### config.mk
export PLATFORM = sky130hd
export DESIGN_NAME = reg_select_scoreboard
export DESIGN_NICKNAME = d
export VERILOG_FILES = /design/src/rtl/reg_select_scoreboard.sv
export SDC_FILE = /design/constraint.sdc
export NUM_CORES = 1
export LEC_CHECK = 0
export CORE_MARGIN = 2
export CORE_UTILIZATION = 36
export CTS_CLUSTER_SIZE = 8
export DETAILED_ROUTE_END_ITERATION = 8
export PLACE_DENSITY = 0.82
export SYNTH_ARGS = -nofsm -noshare
export SYNTH_HDL_FRONTEND = slang
export SYNTH_SLANG_ARGS = --single-unit
export TNS_END_PERCENT = 5
### constraint.sdc
create_clock -name clock -period 1.9 [get_ports clock]
set_input_delay 0.19 -clock clock [delete_from_list [all_inputs] [get_ports clock]]
set_output_delay 0.19 -clock clock [all_outputs]
set_load 0.02 [all_outputs]
### src/rtl/reg_select_scoreboard.sv
// Register-select / enable-encode unit with a write-pending scoreboard.
// Latches Ra/Rb/Rc from the IR, drives one-hot bus enables and raises stall on RAW hazards.
module reg_select_scoreboard #(
   parameter  int NUM_REGS = 16,
   parameter  int IR_W     = 32,
   parameter  int RA_LSB   = 23,
   parameter  int RB_LSB   = 19,
   parameter  int RC_LSB   = 15,
   localparam int ADDR_W   = $clog2(NUM_REGS)
) (
   input  logic                clock,
   input  logic                clear_n,
   input  logic [IR_W-1:0]     ir_in,
   input  logic                ir_load,
   input  logic                gra,
   input  logic                grb,
   input  logic                grc,
   input  logic                rin,
   input  logic                rout,
   input  logic                baout,
   input  logic                issue,
   input  logic                use_rb,
   input  logic                use_rc,
   input  logic                wb_valid,
   input  logic [ADDR_W-1:0]   wb_addr,
   output logic [NUM_REGS-1:0] reg_in,
   output logic [NUM_REGS-1:0] reg_out,
   output logic                ba_zero,
   output logic [ADDR_W-1:0]   sel_addr,
   output logic                stall,
   output logic [NUM_REGS-1:0] pending,
   output logic                sel_err
);

   logic [ADDR_W-1:0]   ra_q, rb_q, rc_q;
   logic [ADDR_W-1:0]   sel_raw;
   logic [NUM_REGS-1:0] sel_oh;
   logic [NUM_REGS-1:0] pending_nxt;
   logic                any_gr, multi_gr, stall_raw;
   logic                unused_ir;

   // Only the three field slices of the IR are consumed.
   assign unused_ir = ^ir_in;

   assign any_gr   = gra | grb | grc;
   assign multi_gr = (gra & grb) | (gra & grc) | (grb & grc);

   always_comb begin
      sel_raw = '0;
      if (gra)      sel_raw = ra_q;
      else if (grb) sel_raw = rb_q;
      else if (grc) sel_raw = rc_q;
   end

   assign sel_oh   = {{(NUM_REGS-1){1'b0}}, 1'b1} << sel_raw;
   assign sel_addr = clear_n ? sel_raw : '0;

   // BAout of R0 means constant zero on the bus, so R0 must not drive it.
   always_comb begin
      reg_in  = '0;
      reg_out = '0;
      ba_zero = 1'b0;
      if (clear_n && any_gr) begin
         if (rin) reg_in = sel_oh;
         if (baout && (sel_raw == '0)) ba_zero = 1'b1;
         else if (rout || baout)       reg_out = sel_oh;
      end
   end

   assign stall_raw = (use_rb & pending[rb_q]) | (use_rc & pending[rc_q]);
   assign stall     = clear_n & stall_raw;

   // Clear first so a same-cycle set to the same register wins.
   always_comb begin
      pending_nxt = pending;
      if (wb_valid)          pending_nxt[wb_addr] = 1'b0;
      if (issue && !stall)   pending_nxt[ra_q]    = 1'b1;
   end

   always_ff @(posedge clock or negedge clear_n) begin
      if (!clear_n) begin
         ra_q    <= '0;
         rb_q    <= '0;
         rc_q    <= '0;
         pending <= '0;
         sel_err <= 1'b0;
      end else begin
         if (ir_load) begin
            ra_q <= ir_in[RA_LSB +: ADDR_W];
            rb_q <= ir_in[RB_LSB +: ADDR_W];
            rc_q <= ir_in[RC_LSB +: ADDR_W];
         end
         if (multi_gr && (rin || rout || baout)) sel_err <= 1'b1;
         pending <= pending_nxt;
      end
   end

endmodule

==> run summary <==
• **net count after synthesis** 263
• **count of filler cells inserted in the layout** 403
• **maximum fanout encountered on the critical timing path** 4
• **Max transition margin** 75.5%
• **last weighted congestion value of the routability-driven placer** 0.909
• **Root Buffer** sky130_fd_sc_hd__clkbuf_8
• **failing checks** negative setup slack
• **sum of routed wire length over all layers** 7.27 mm
• **static leakage power** 1.50 nW
• **post-detailed-placement half-perimeter wirelength** 5.14 mm
• **share of Yosys cell area claimed by the top area cell type** 37.6%
• **Reg clk slew, reported paths** 0.06 ns
• **CP peak stage delay** 0.53 ns
• **final critical delay including setup and external delays** 2.05 ns
• **Placement Rows** 26
• **area used by multi-input combinational logic** 1420 µm²
• **Worst Max-Slew Pin Slew** 0.364 ns
• **sequential cell area in the final layout** 726 µm²
• **cell repeated most along the worst path** sky130_fd_sc_hd__buf_6
• **Synth area leaders** sky130_fd_sc_hd__dfrtp_1 (38%), sky130_fd_sc_hd__mux2_2 (6.4%), sky130_fd_sc_hd__mux2i_1 (6.2%), sky130_fd_sc_hd__o21ai_0 (4.9%), sky130_fd_sc_hd__o31ai_1 (4.7%)
• **number of detailed-routing iterations run before antenna repair** 4
• **die outline area** 5970 µm²
• **category of the critical setup timing path** flip-flop to output pin
• **number of H-tree branching levels** 2
• **number of vias per cell after detailed routing** 5.49
• **data required time of the worst path** 1.71 ns
• **TritonCTS Buffers** 5
• **Yosys warning count** 0
• **final number of max-transition violations** 0
• **clock latency reported for the late side of the worst-skew pair** 0.28 ns
• **Max-Cap Viols** 0
• **cell type group with the largest total delay on the critical path** multiplexers
• **maximum clock insertion buffer count** 2
• **number of flops mapped to enable cells by yosys** 0
• **RSZ-0062 raised after global routing** yes
• **count of clock tree sinks** 29
• **Horiz. Die Dim** 77.3 µm
• **Hold Worst Slack** 0.333 ns
• **startpoint type of the worst setup path** flip-flop
• **synthesis-to-finish area growth** 82.8%
• **global-route wire length before repair** 11.3 mm
• **clock skew** 0.00491 ns
• **Power Density** 877 nW/µm²
• **Primary FF master, synth** sky130_fd_sc_hd__dfrtp_1
• **global router's overall resource usage** 23.8%
• **Netlist cell types** 34
• **FFs w/ async S/R, synth** 100%
• **# port buffers** 83
• **clock tree from TritonCTS** built
• **post-cts hold buffer count** 0
• **total power draw** 3.10 mW
• **type of destination of the critical path** output pin
• **share of layout cells above drive strength 1** 47.2%
• **R2R setup slack** -0.12 ns
• **total I/O pin count** 104
• **fin worst setup slack** -0.155 ns
• **setup violators final** 37
• **flops & latches, synth** 29
• **slowest CP cell** sky130_fd_sc_hd__mux4_2
• **antenna violations before repair** 0
• **net count reported at finish** 393
• **met2 usage** 40.2%
• **summed instance area of the synthesized netlist** 1930 µm²
• **sequential share of the synthesized area** 37.6%
• **critical path cell sequence** buf_6 > mux4_2 > o2111ai_4 > a41oi_4 > buf_6
• **number of antenna cells inserted** 0
• **Gate Count Post-Synth** 214
• **number of DRC violations after detailed-routing iteration 0** 129
• **peak clock frequency supported by timing** 487 MHz
• **Buffers & Inverters on Critical Path** 2
• **grt total ovfl** 0
• **number of global-route vias before repair** 2,231
• **height of the die** 77.3 µm
• **Synth Area per Inst** 9.03 µm²
• **final critical-path share of the clock period** 108%
• **maximum ir drop on the vdd rail** 0.816 mV
• **Starting Density** 37.6%
• **Most Crowded Layer GR** met2
• **DR DRC count** 0
• **result of the run** finished, violations left
• **pin count of the biggest net entering global routing** 34
• **antenna-violating nets left** 0
• **most common cell after layout, fill and taps aside** sky130_fd_sc_hd__buf_4
• **biggest area consumer among synthesized cells** sky130_fd_sc_hd__dfrtp_1
• **arrival time worst endpoint** 1.86 ns
• **Core Area** 5140 µm²
• **highest-count cells in the layout ignoring fill and taps** sky130_fd_sc_hd__buf_4 (68), sky130_fd_sc_hd__clkdlybuf4s50_1 (42), sky130_fd_sc_hd__dfrtp_1 (29)
• **count of endpoints failing hold in the final timing report** 0
• **average detailed-routed wire length per instance** 17.5 µm
• **routed via count** 2,278
• **met1 Usage GRT** 31.0%
• **GR met3 Demand/Resource** 4.35%
• **Tightest Hold Check Type** primary input to asynchronous set/reset pin
-- metrics by stage --
step / util (%) / setup WS [ns] / instances / setup TNS [ns] / cell area, µm²
2_1_floorplan: - / -0.0554 / 214 / -0.764 / 2000
3_3_place_gp: 63.1 / -0.775 / 404 / -28.28 / 3240
3_5_place_dp: 63.1 / -0.871 / 404 / -31.01 / 3240
4_1_cts: 65.8 / -0.184 / 415 / -3.26 / 3380
5_1_grt: 68.7 / -0.231 / 415 / -6.63 / 3530
6_report: 68.7 / -0.155 / 415 / -2.40 / 3530
-- where the power goes --
group          total (mW)  internal [mW]  switching, mW  leakage, nW
clock               0.498          0.253          0.245       0.0450
combinational        1.71          0.852          0.858         1.11
sequential          0.888          0.770          0.118        0.345
-- path summary, 6_finish.rpt --
kind                         start           to  cells past startpoint
max                        rc_q[0]        stall                      5
min reg2reg                sel_err      sel_err                      1
min in group clock             grb      sel_err                      4
max reg2reg                rc_q[0]  pending[12]                      6
min                        clear_n      ra_q[0]                      2
max in group asynchronous  clear_n      rb_q[1]                      2
-- flip-flops by register name, indices dropped and copies added, names as in the netlist --
signal and count:
pending 16, ra_q 4, rb_q 4, rc_q 4
sel_err 1
-- cell type report --
type / instances / area share, %
clock buffer: 6 / 2.05
timing repair buffer: 136 / 34.0
clock inverter: 2 / 0.283
multi-input combinational: 168 / 40.2
inverter: 4 / 0.425
sequential: 29 / 20.5
tap: 70 / 2.48
-- Yosys cell counts (all sizes together), types with 4 or more instances --
cell type,count
inv,4
o41ai,4
nor2b,5
nor3,17
mux2,11
a21oi,5
nand3,6
a22oi,4
buf,7
or2,6
o21ai,20
nand2b,9
nor2,20
dfrtp,29
o31ai,12
clkbuf,6
nand3b,6
mux2i,12
and2,4
nand2,13
-- per-layer routing --
| metal | share of wire (%) | up-vias |
|---|---|---|
| met2 | 50 | 89 |
| met5 | 0 | - |
| met1 | 42 | 1126 |
| met3 | 5.7 | 11 |
| li1 | - | 1052 |
| met4 | 1.4 | 0 |
-- cells by family after synthesis --
kind of cell	count (synthesis)	synth area share, %
compound gates	52	18.3
mux	25	15.4
simple gates	91	24.5
flops	29	37.6
buf+inv	17	4.21
-- worst register-to-register path: stages (launching register included) --
cell and delay [ns]:
sky130_fd_sc_hd__dfrtp_1 0.37, sky130_fd_sc_hd__buf_6 0.14, sky130_fd_sc_hd__mux4_2 0.53, sky130_fd_sc_hd__o2111ai_4 0.22
sky130_fd_sc_hd__a41oi_4 0.16, sky130_fd_sc_hd__buf_6 0.20, sky130_fd_sc_hd__o41ai_2 0.30
-- timing repair --
item,in CTS,in global routing
setup buffers,3,0
pin swaps,14,6
gates resized for setup,217,37
setup endpoints to repair,54,51
(Power assumes the default switching activity.)
